[src/rtl/rr_decode_arbiter16.sv]
// Round-robin arbiter sharing one 16-way decoded select among 16 requesters.
// Holds a 4-bit grant address plus its gated one-hot decode; bounded hold time.
module rr_decode_arbiter16 #(
  parameter int N        = 16,
  parameter int IDX_W    = 4,
  parameter int MAX_HOLD = 8,
  parameter int CNT_W    = 4
) (
  input  logic             clk,
  input  logic             rst_n,
  input  logic [N-1:0]     req,
  input  logic             done,
  output logic             grant_valid,
  output logic [IDX_W-1:0] grant_idx,
  output logic [N-1:0]     grant_oh,
  output logic             timeout
);

  typedef enum logic {IDLE, BUSY} state_t;

  localparam int HL = (MAX_HOLD > 0) ? MAX_HOLD - 1 : 0;
  localparam logic [N-1:0] ONE = N'(1);

  state_t           state;
  logic [IDX_W-1:0] last_idx;
  logic [CNT_W-1:0] hold_cnt;

  logic             found;
  logic [IDX_W-1:0] winner;
  logic [IDX_W-1:0] cand;
  logic             hold_hit;
  logic             owner_req;

  // Rotating search starting just after the last owner; i=N wraps to it.
  always_comb begin
    found  = 1'b0;
    winner = '0;
    cand   = '0;
    for (int i = 1; i <= N; i++) begin
      cand = last_idx + IDX_W'(i);
      if (!found && req[cand]) begin
        found  = 1'b1;
        winner = cand;
      end
    end
  end

  assign hold_hit  = (MAX_HOLD != 0) && (hold_cnt == CNT_W'(HL));
  assign owner_req = req[grant_idx];

  always_ff @(posedge clk or negedge rst_n) begin
    if (!rst_n) begin
      state       <= IDLE;
      grant_valid <= 1'b0;
      grant_idx   <= '0;
      grant_oh    <= '0;
      timeout     <= 1'b0;
      hold_cnt    <= '0;
      last_idx    <= IDX_W'(N - 1);
    end else begin
      timeout <= 1'b0;
      unique case (state)
        IDLE: begin
          if (found) begin
            state       <= BUSY;
            grant_valid <= 1'b1;
            grant_idx   <= winner;
            grant_oh    <= ONE << winner;
            hold_cnt    <= '0;
          end
        end
        BUSY: begin
          if (done || !owner_req || hold_hit) begin
            state       <= IDLE;
            grant_valid <= 1'b0;
            grant_oh    <= '0;
            last_idx    <= grant_idx;
            // done takes priority, so a coincident limit is not a timeout
            timeout     <= !done && owner_req && hold_hit;
          end else if (MAX_HOLD != 0) begin
            hold_cnt <= hold_cnt + 1'b1;
          end
        end
      endcase
    end
  end

endmodule

[config.mk]
export PLATFORM = sky130hd
export DESIGN_NAME = rr_decode_arbiter16
export DESIGN_NICKNAME = d
export VERILOG_FILES = /design/src/rtl/rr_decode_arbiter16.sv
export SDC_FILE = /design/constraint.sdc
export NUM_CORES = 1
export LEC_CHECK = 0
export CORE_MARGIN = 1
export CORE_UTILIZATION = 47
export CTS_BUF_LIST = sky130_fd_sc_hd__clkbuf_2
export DETAILED_ROUTE_END_ITERATION = 12
export PLACE_DENSITY_LB_ADDON = 0.12
export SYNTH_ARGS = -nofsm -noshare
export SYNTH_HDL_FRONTEND = slang
export SYNTH_SLANG_ARGS = --single-unit
[constraint.sdc]
create_clock -name clk -period 10.8 [get_ports clk]
set_input_delay 1.08 -clock clk [delete_from_list [all_inputs] [get_ports clk]]
set_output_delay 1.08 -clock clk [all_outputs]
set_load 0.005 [all_outputs]
-- Word level (Yosys, flattened, before mapping)
Index checks and enable logic that the tools add are counted.
- output and inout port bits: 22
- bits in latches: 0
- memories: 0
- bits in registers: 31
- bits in read-only memories: 0
- RAM bits: 0
- input port bits: 19
- word-level logic and storage cells: 166
- div/mod/pow operators: 0
- $lt $le $gt $ge: 17
- shift operators: 1
- reductions and logical operators: 40
- eq/ne operators: 4
- add/subtract/negate cells: 16
- $mul: 0
- bitwise operators: 1
- multiplexer cells: 80
- operators with widths (cell ; count):
    $lt A4 B5 Y1 const B ; 17
    $mux W4 ; 18
    $bmux W1 S4 ; 17
    $mux W1 ; 39
    $add A4 B4 Y4 const B ; 8
    $mux W16 ; 2
    $pmux W16 S2 ; 1
    $logic_and A1 B1 Y1 ; 17
    $logic_not A1 Y1 ; 17
    $add A4 B3 Y4 const B ; 4
    $shl A1 B4 Y16 const A ; 1
    $add A4 B1 Y4 const B ; 2
    $add A4 B2 Y4 const B ; 2
    $pmux W4 S2 ; 1
    $reduce_and A2 Y1 ; 4
    $eq A4 B3 Y1 const B ; 1
    $ne A2 B2 Y1 const B ; 2
    $pmux W1 S2 ; 2
    $logic_or A1 B1 Y1 ; 2
    $ne A2 B1 Y1 const B ; 1
    $not A1 Y1 ; 1

-- Longest topological paths before layout
Gate-level depths: netlist of run 1.
- depth in word-level cells: 52
- gate-level depth with buffers: 19
- depth with buffers taken out: 11

-- Least setup slack after synthesis of run 1
OpenSTA, ideal clock, no wires.
- path kind: register to register
- start: register last_idx[1]
- end: register grant_oh[2]
- buffers on the path: 6
- library setup time: 0.068 ns
- arrival: 4.643 ns
- cell stages (with the launch flop): 18
- clock period less this slack: 4.711 ns
- path slack: 6.089 ns
- path through: dfstp_2 > buf_2 > buf_4 > buf_2 > inv_1 > ha_1 > clkbuf_1 > buf_4 > buf_2 > mux2_2 > mux4_2 > mux2i_1 > and2b_1 > o211ai_1 > o22ai_1 > o21ai_2 > nor3_1 > a32o_1
- longest elaborated chain between the ends: 52
- RTL lines (what ; line ; RTL):
    start, declared ; 25 ; logic [IDX_W-1:0] last_idx;
    start signal, assigned ; 59 ; last_idx <= IDX_W'(N - 1);
    start signal, assigned ; 77 ; last_idx <= grant_idx;
    $add A4 B1 Y4 ; 40 ; cand = last_idx + IDX_W'(i);
    $bmux W1 S4 ; 41 ; if (!found && req[cand]) begin
    $mux W1 (implied by the code) ; 41 ;
    $mux W1 ; 41 ;
    $logic_not A1 Y1 ; 41 ;
    $logic_and A1 B1 Y1 ; 41 ;
    $mux W1 ; 41 ;
    $logic_not A1 Y1 ; 41 ;
    [36 not listed] ; -- ;
    $logic_and A1 B1 Y1 ; 41 ;
    $mux W1 ; 41 ;
    $logic_not A1 Y1 ; 41 ;
    $logic_and A1 B1 Y1 ; 41 ;
    $mux W4 ; 41 ;
    $shl A1 B4 Y16 ; 68 ; grant_oh <= ONE << winner;
    $mux W16 ; 64 ; if (found) begin
    $pmux W16 S2 ; 62 ; unique case (state)
    end signal, assigned ; 68 ;
    end, declared ; 15 ; output logic [N-1:0] grant_oh,
Several ways; a longest one is shown, not always the timed one. The select of a mux whose other input is x is not followed.
A chain may end at the register's enable or synchronous reset.

-- Final worst setup path of run 1
- start: register last_idx[0]
- end: register grant_oh[5]
Same word-level chain as after synthesis.

==> results by stage, run 1 <==
Clocking:
- The buffer depth of the longest clock path is 2.
- Buffers inserted during clock tree synthesis total 5.
- The number of buffers inserted for hold repair after clock tree synthesis is 0.
- Clock tree synthesis selected as its root buffer the cell sky130_fd_sc_hd__clkbuf_2.
- The deepest level of the CTS H-tree is 2.
- The number of clock sinks is 31.
- The CTS tree is yes.
- Post-CTS timing repair inserted 0 buffers for setup.
- The clock-pin slew on the worst setup and hold paths is 170 ps.
- Gates resized during post-CTS repair numbered 0.
- At the later pin of the worst-skew pair, clock insertion delay measures 370 ps.

Floorplanning:
- The number of standard-cell rows in the floorplan is 33.
- The die is about 94 microns wide.
- Pin placement for this block handled just over 40 I/O pins.
- Once the floorplan was initialized, standard cells occupied 48.64% of the core.
- The region available for standard cell placement spans between 0.008 and 0.009 sq mm.
- The floorplan step defined a die boundary enclosing approximately 0.009 sq mm.
- The die height is 94.21 microns.

Timing:
- On the final layout, the worst hold slack is roughly 500 ps.
- Subtracting the final worst setup slack from the clock period gives between 6000 and 7000 ps.
- Setup repair after global routing left no endpoint under its margin.
- Measured against its own limit, the worst slew margin works out to 26.18%.
- The summed negative setup slack over all endpoints is 0 ps.
- Derived from the worst setup path, the maximum achievable clock frequency is around 160 MHz.
- The clock arrives with approximately 23 ps of skew.
- The post-route worst setup slack is 4669 ps.
- The final-report hold violation count is 0.
- The number of max-slew violations in the final report is 0.
- Setup violations remaining at the end of the flow were counted as 0.
- The share of the clock period used by the worst path after layout is a little under three fifths.
- The slew at the pin with the worst max-slew slack is between 1000 and 1500 ps.

Yosys:
- Yosys printed 0 warnings.
- The proportion of register bits with asynchronous set or reset after synthesis is 100.0%.
- The main flop type after synthesis is sky130_fd_sc_hd__dfrtp_1.
- The sequential share of the synthesized area is about 20%.
- The number of synthesized flops with an enable pin is 0.
- The post-synthesis cell count is between 400 and 500.
- After synthesis the cells add up to between 0.003 and 0.004 sq mm.
- sky130_fd_sc_hd__dfrtp_1 takes more of the synthesized area than any other cell.
- After synthesis, the mean cell area works out to 9.916 sq um.
- The post-synthesis cell type count is 73.
- In this run the biggest area consumer among cell types represents approximately 17% of the synthesized area.
- The synthesis-stage register bit count is 31.
- The total nets after synthesis is roughly 430.
- By area the synthesized netlist is led by sky130_fd_sc_hd__dfrtp_1 17%, sky130_fd_sc_hd__mux4_2 16%, sky130_fd_sc_hd__mux2i_1 10%, sky130_fd_sc_hd__mux2_2 5.6%, sky130_fd_sc_hd__nand2_1 3.3%.

Min path:
- The path with the worst hold slack has its endpoint at grant_oh[4].
- The startpoint identified for the worst hold timing path is grant_oh[4].
- The type of the most critical hold path is reg2reg.
- The instance count along the most critical hold path is 2.

GRT:
- The via count of the first global-routing pass came to between 3,000 and 4,000.
- The sum of overflow across all layers after global routing is 0.
- The initial antenna violation count is 0.
- Entering global routing, the biggest net connects 34 pins.
- The first global-routing pass estimated between 15 and 20 mm of wire.
- The total routing resource utilization after global routing is roughly 28%.

Finish:
- The final layout contains approximately 460 nets.
- The fill cell instance count of the final layout is ~720.
- Compared with the post-synthesis result, the final layout area differs by 11.99%.
- The antenna cell count is 0.
- The share of final-layout standard cells stronger than drive strength 1 is a little under a fifth.

Critical path:
- The buffering stage count on the worst path with inverters included is 1.
- Across all register-to-register paths, the minimum setup slack is approximately 4700 ps.
- The maximum fanout count along the critical path is 33.
- The critical path in this run is classified as reg2reg.
- Measured in cells, the most critical reg-to-reg path has a length of 11.
- In this run the critical register-to-register path is captured at grant_oh[5].
- The worst-path cell with the longest stage delay is sky130_fd_sc_hd__dfstp_2.
- The element type at the critical path end is a flip-flop.
- For this run, the slowest stage of the critical path takes roughly 1100 ps.
- The startpoint class of the critical path is a flip-flop.
- On the critical path the largest part of the delay comes from simple AND/OR/NAND/NOR gates.
- The worst path required time is 11,060 ps.
- Walking the worst path, the cells encountered are clkinv_1 -> ha_1 -> mux4_2 -> mux2_2 -> or2_2 -> a2111oi_4 -> and2_1 -> a41oi_1 -> nor2_2 -> nand2_1 -> o31ai_1.
- The worst register-to-register path begins at last_idx[0].
- Data on the critical path arrives at its endpoint at about 6400 ps.

Detailed routing:
- The number of DRC markers in iteration 0 is 329.
- The total number of vias is 3,709.
- The via density per instance is around 7.
- The post-detailed-route count of antenna-violating nets is 0.
- After detailed routing, the number of remaining DRC violations is 0.
- The wire length per cell after detailed routing is about 22 microns.
- The number of search-and-repair iterations in the first detailed-routing pass is 5.
- Wires add up to 11.92 mm.

Run:
- Across the run, the number of max-cap violations was 0.

Place:
- The count of input and output buffers is 40.
- The congestion estimate from routability-driven global placement came to about 0.96.
- The setup slack at placement is just under 5000 ps.
- The sum of net half-perimeters after detailed placement is between 8 and 9 mm.

Run status:
- The run finished with clean final reports.
## cells in the final DEF, fill, tap and decap left out, types with 3 or more instances in the layout
cell	n
sky130_fd_sc_hd__a31oi_1	4
sky130_fd_sc_hd__o21ai_0	16
sky130_fd_sc_hd__a21o_1	6
sky130_fd_sc_hd__dfrtp_1	27
sky130_fd_sc_hd__ha_1	9
sky130_fd_sc_hd__dfstp_2	4
sky130_fd_sc_hd__xor2_1	8
sky130_fd_sc_hd__nor4_2	4
sky130_fd_sc_hd__o32a_1	4
sky130_fd_sc_hd__nand2_1	35
sky130_fd_sc_hd__or2_2	3
sky130_fd_sc_hd__a22oi_1	4
sky130_fd_sc_hd__mux2_2	20
sky130_fd_sc_hd__o22ai_1	3
sky130_fd_sc_hd__xnor2_1	5
sky130_fd_sc_hd__a21oi_1	19
sky130_fd_sc_hd__nand3_1	3
sky130_fd_sc_hd__buf_4	3
sky130_fd_sc_hd__o31ai_1	11
sky130_fd_sc_hd__nor3_1	13
sky130_fd_sc_hd__mux4_1	4
sky130_fd_sc_hd__mux2i_1	40
sky130_fd_sc_hd__inv_1	6
sky130_fd_sc_hd__nand3b_1	3
sky130_fd_sc_hd__o21bai_1	3
sky130_fd_sc_hd__a32o_1	10
sky130_fd_sc_hd__nand2b_1	4
sky130_fd_sc_hd__nor2b_1	6
sky130_fd_sc_hd__nor2_1	19
sky130_fd_sc_hd__clkbuf_2	5
sky130_fd_sc_hd__mux4_2	28
sky130_fd_sc_hd__and2_1	8
sky130_fd_sc_hd__clkdlybuf4s50_1	40
sky130_fd_sc_hd__o211ai_1	3
## metal layers
metal / routed length [microns] / share of wire (%) / vias up / track usage [%]
met5: 0 / 0 / - / 0
met4: 332 / 2.8 / 0 / 9.872
met3: 940 / 7.9 / 35 / 4.773
met2: 5435 / 46 / 221 / 41.67
met1: 5213 / 44 / 1799 / 40.10
li1: - / - / 1654 / -
## state kept, by name, indices dropped and copies added, names as in the netlist
signal / cells
last_idx: 4
timeout: 1
grant_oh: 16
grant_idx: 4
state: 1
grant_valid: 1
hold_cnt: 4
## worst max-delay path by stage
stage / from / cells after the start / endpoint / slack [ps]
4_1_cts: last_idx[0] / 11 / grant_oh[5] / 4760
3_3_place_gp: last_idx[0] / 11 / grant_oh[5] / 5050
5_1_grt: last_idx[0] / 11 / grant_oh[0] / 4260
2_1_floorplan: last_idx[1] / 17 / grant_oh[2] / 6090
6_report: last_idx[0] / 11 / grant_oh[5] / 4670
3_5_place_dp: last_idx[0] / 11 / grant_oh[5] / 4810
## synth_stat cells, types with 9 or more instances
master,n
sky130_fd_sc_hd__ha_1,9
sky130_fd_sc_hd__nor3_1,13
sky130_fd_sc_hd__o31ai_1,11
sky130_fd_sc_hd__mux4_2,28
sky130_fd_sc_hd__mux2_2,20
sky130_fd_sc_hd__buf_2,10
sky130_fd_sc_hd__a21oi_1,19
sky130_fd_sc_hd__nand2_1,35
sky130_fd_sc_hd__dfrtp_1,27
sky130_fd_sc_hd__o21ai_0,16
sky130_fd_sc_hd__mux2i_1,40
sky130_fd_sc_hd__a32o_1,10
sky130_fd_sc_hd__nor2_1,19
## worst register-to-register path: cells and delay by family (launching register included)
kind	cells	cell delay, ps
simple gates	4	1600
compound gates	3	1140
flops	1	1050
mux	2	780
buf+inv	1	460
fa+ha+maj	1	990
## through the flow
step           utilization (%)  instances  cell area, sq um
6_report                 54.47        533              4476
5_1_grt                  54.47        533              4476
4_1_cts                  54.47        533              4476
3_5_place_dp             53.63        525              4407
3_3_place_gp             53.63        525              4407
2_1_floorplan                -        403              3996
## area by class of cell
class	instances	area, sq um	share of cell area, %
flip-flops and latches	31	780.7	17.44
well taps	105	131.4	2.935
clock inverters	3	43.79	0.9785
clock buffers	5	25.02	0.5591
repair buffers	43	422.9	9.449
inverters	8	30.03	0.6710
multi-input cells	338	3042	67.96
## kinds of logic after synthesis
group | synth area share [%]
AOI/OAI and AO/OA | 20.48
xor gates and xnor gates | 2.849
adders and majority gates | 2.818
buffers and inverters | 4.352
DFF | 19.54
muxes | 34.44
and+or+nand+nor | 15.53
Power of run 1 is not shown: default switching activity piles up to over one toggle a cycle in this logic, so the estimate is an artifact.
==> run 2: changes to the inputs <==
clock period = 5.35 ns   (was 10.8 ns; I/O delays follow)
==> run 2 against run 1 <==
  * Global-route usage grew 0.32 points
  * Critical path depth is the same
  * Fmax is 26% higher
  * Count of clock-buffer cells in the layout unchanged
  * Die area unchanged
  * Cell area is 2.1% higher
  * Critical path type unchanged
  * Critical endpoint is now grant_oh[3]
  * Largest cell class unchanged
  * Highest routed layer unchanged
==> results by stage, run 2 (synthesized netlist as in run 1, its figures left out) <==
Floorplanning:
- The number of standard-cell rows in the floorplan was 33 (unchanged).
- The total core area is 0.008217 sq mm (unchanged).
- The area of the die is 0.008876 sq mm (unchanged).
- The initial core utilization was 48.64% (unchanged).
- The die height was 94.21 microns (unchanged).
- The width of the die came to 94.21 microns (unchanged).
- The count of boundary I/O pins was 41 (unchanged).

Place:
- The placed cell area is 0.004512 sq mm (+2.4%).
- The last weighted congestion value of the routability-driven placer came to 0.9245 (-3.9%).
- The count of input and output buffers is 40 (unchanged).
- The sum of net half-perimeters after detailed placement was 8.935 mm (+2.3%).

GRT:
- The total routing resource utilization after global routing is 28.17% (+0.32 points).
- The initial antenna violation count came to 0 (unchanged).
- The via count of the first global-routing pass is 3,442 (-0.12%).
- The wire length of the first global-routing pass is 18.98 mm (+1.8%).
- The maximum number of pins on one net before global-route repair is 33 (-2.9%).
- The sum of overflow across all layers after global routing is 0 (unchanged).

Timing:
- Setup repair after global routing left no endpoint under its margin.
- The summed negative setup slack over all endpoints is 0 ps (unchanged).
- The final-report hold violation count is 0 (unchanged).
- The relative slew slack is 47.32% (+21 points).
- The maximum clock skew at final layout is 17.26 ps (-5.930 ps).
- The share of the clock period used by the worst path after layout came to 90.71% (+34 points).
- The clock period minus final worst setup slack is 4853 ps (-1278 ps).
- The slew at the pin with the worst max-slew slack is 790.1 ps (-302.8 ps).
- The maximum clock frequency was 206.1 MHz (+26%).
- The final setup violation count is 0 (unchanged).
- The number of max-slew violations in the final report was 0 (unchanged).

Critical path:
- The endpoint arrival time on the critical path is 5160 ps (-1230 ps).
- The worst path required time is 5650 ps (-5410 ps).
- The maximum fanout count along the critical path came to 23 (-30%).
- The slowest stage of the critical path is the sky130_fd_sc_hd__dfstp_2 cell.
- The buffering stage count on the worst path with inverters included is 1 (unchanged).
- The peak per-stage delay on the critical path is 850 ps (-200 ps).
- The cell family with the largest share of critical-path delay is compound AO/OA/AOI/OAI gates.
- The worst setup path is captured at a flip-flop.
- The critical path goes through clkinv_1 -> ha_1 -> xor2_1 -> mux2_2 -> mux2_4 -> a2111oi_4 -> nand4_2 -> or3_1 -> a41oi_2 -> nor3b_4 -> a32o_1.
- STA classifies the critical path startpoint as a flip-flop.
- The worst setup path is of the reg2reg kind.

Clocking:
- The CTS tree is yes.
- The number of buffers inserted for hold repair after clock tree synthesis came to 0 (unchanged).
- The number of clock sinks was 31 (unchanged).
- The clock buffer count from CTS was 5 (unchanged).
- The deepest level of the CTS H-tree came to 2 (unchanged).
- The root buffer cell chosen for the clock tree is sky130_fd_sc_hd__clkbuf_2.
- The buffer depth of the longest clock path was 2 (unchanged).
- The clock-pin slew on the worst setup and hold paths is 170 ps (about the same).
- The clock latency on the worst-skew pair came to 360 ps (about the same).

Detailed routing:
- The wire length per cell after detailed routing is 21.58 microns (-3.5%).
- The total DRC errors in the routed layout is 0 (unchanged).
- The number of DRC markers in iteration 0 is 297 (-9.7%).
- The post-detailed-route count of antenna-violating nets is 0 (unchanged).
- The final wirelength came to 11.81 mm (-0.98%).
- The total number of vias is 3,656 (-1.4%).
- The number of search-and-repair iterations in the first detailed-routing pass was 5 (unchanged).
- The via density per instance is 6.684 (-4.0%).

Finish:
- The post-route standard cell area excluding fillers was 0.004569 sq mm (+2.1%).
- The fill cell instance count of the final layout is 750 (+3.6%).
- The share of final-layout standard cells stronger than drive strength 1 is 21.49% (+2.8 points).
- The flip-flop count of the largest register after layout came to 16 (unchanged).
- In the layout the commonest cells are 40 x sky130_fd_sc_hd__mux2i_1, 40 x sky130_fd_sc_hd__clkdlybuf4s50_1, 35 x sky130_fd_sc_hd__nand2_1.
- The post-layout net count is 469 (+3.1%).
- The antenna cell count is 0 (unchanged).
- The register name with the most flops is grant_oh.
- The layout overhead on the synthesized area is 14.34%.

Run status:
- The run finished with clean final reports.

Min path:
- The worst hold path belongs to the class reg2reg.

Run:
- The number of maximum-capacitance violations is 0 (unchanged).
## run 2: final cells by class
class                   instances  area (sq um)  area share (%)
multi-input cells             338          3059           66.95
inverters                       8         30.03          0.6572
well taps                     105         131.4           2.875
clock inverters                 3         15.01          0.3286
flip-flops and latches         31         780.7           17.09
repair buffers                 57         528.0           11.56
clock buffers                   5         25.02          0.5476
## run 2: timing repair
item                                    in CTS  in global routing
resized for setup                            0                  3
endpoints found under the setup margin       0                 16
setup buffers                                0                  0
## run 2: worst paths after layout
path	end	cells after the start	from	slack (ps)
max	grant_oh[3]	11	last_idx[2]	500
min	grant_oh[4]	2	grant_oh[4]	500
max reg2reg	grant_oh[3]	11	last_idx[2]	500
min reg2reg	grant_oh[4]	2	grant_oh[4]	500
max in group asynchronous	last_idx[3]	2	rst_n	4480
min in group asynchronous	grant_oh[6]	2	rst_n	540
## run 2: worst register-to-register path, cell delays in order, from the launching register on
cell and delay [ps]:
sky130_fd_sc_hd__dfstp_2 850, sky130_fd_sc_hd__clkinv_1 460, sky130_fd_sc_hd__ha_1 360, sky130_fd_sc_hd__xor2_1 440, sky130_fd_sc_hd__mux2_2 440, sky130_fd_sc_hd__mux2_4 330, sky130_fd_sc_hd__a2111oi_4 420, sky130_fd_sc_hd__nand4_2 240
sky130_fd_sc_hd__or3_1 390, sky130_fd_sc_hd__a41oi_2 330, sky130_fd_sc_hd__nor3b_4 330, sky130_fd_sc_hd__a32o_1 200
## run 2: stage by stage
stage	std cells	worst slack [ps]	hold slack (ps)	utilization [%]
final	547	496.8	500.4	55.61
after global routing	547	141.0	522.1	55.61
after CTS	547	412.5	503.4	55.40
after detailed placement	539	462.5	470.2	54.91
after global placement	539	602.5	466.4	54.91
after floorplan	403	639.2	239.4	-
## run 2: layer usage
| metal | vias up | track usage (%) | wire length [microns] |
|---|---|---|---|
| met2 | 147 | 43.18 | 5414 |
| met1 | 1815 | 40.85 | 5473 |
| met3 | 17 | 5.421 | 748 |
| met5 | - | 0 | 0 |
| met4 | 0 | 6.282 | 169 |
| li1 | 1677 | - | - |
Power of run 2 is left out for the same reason.
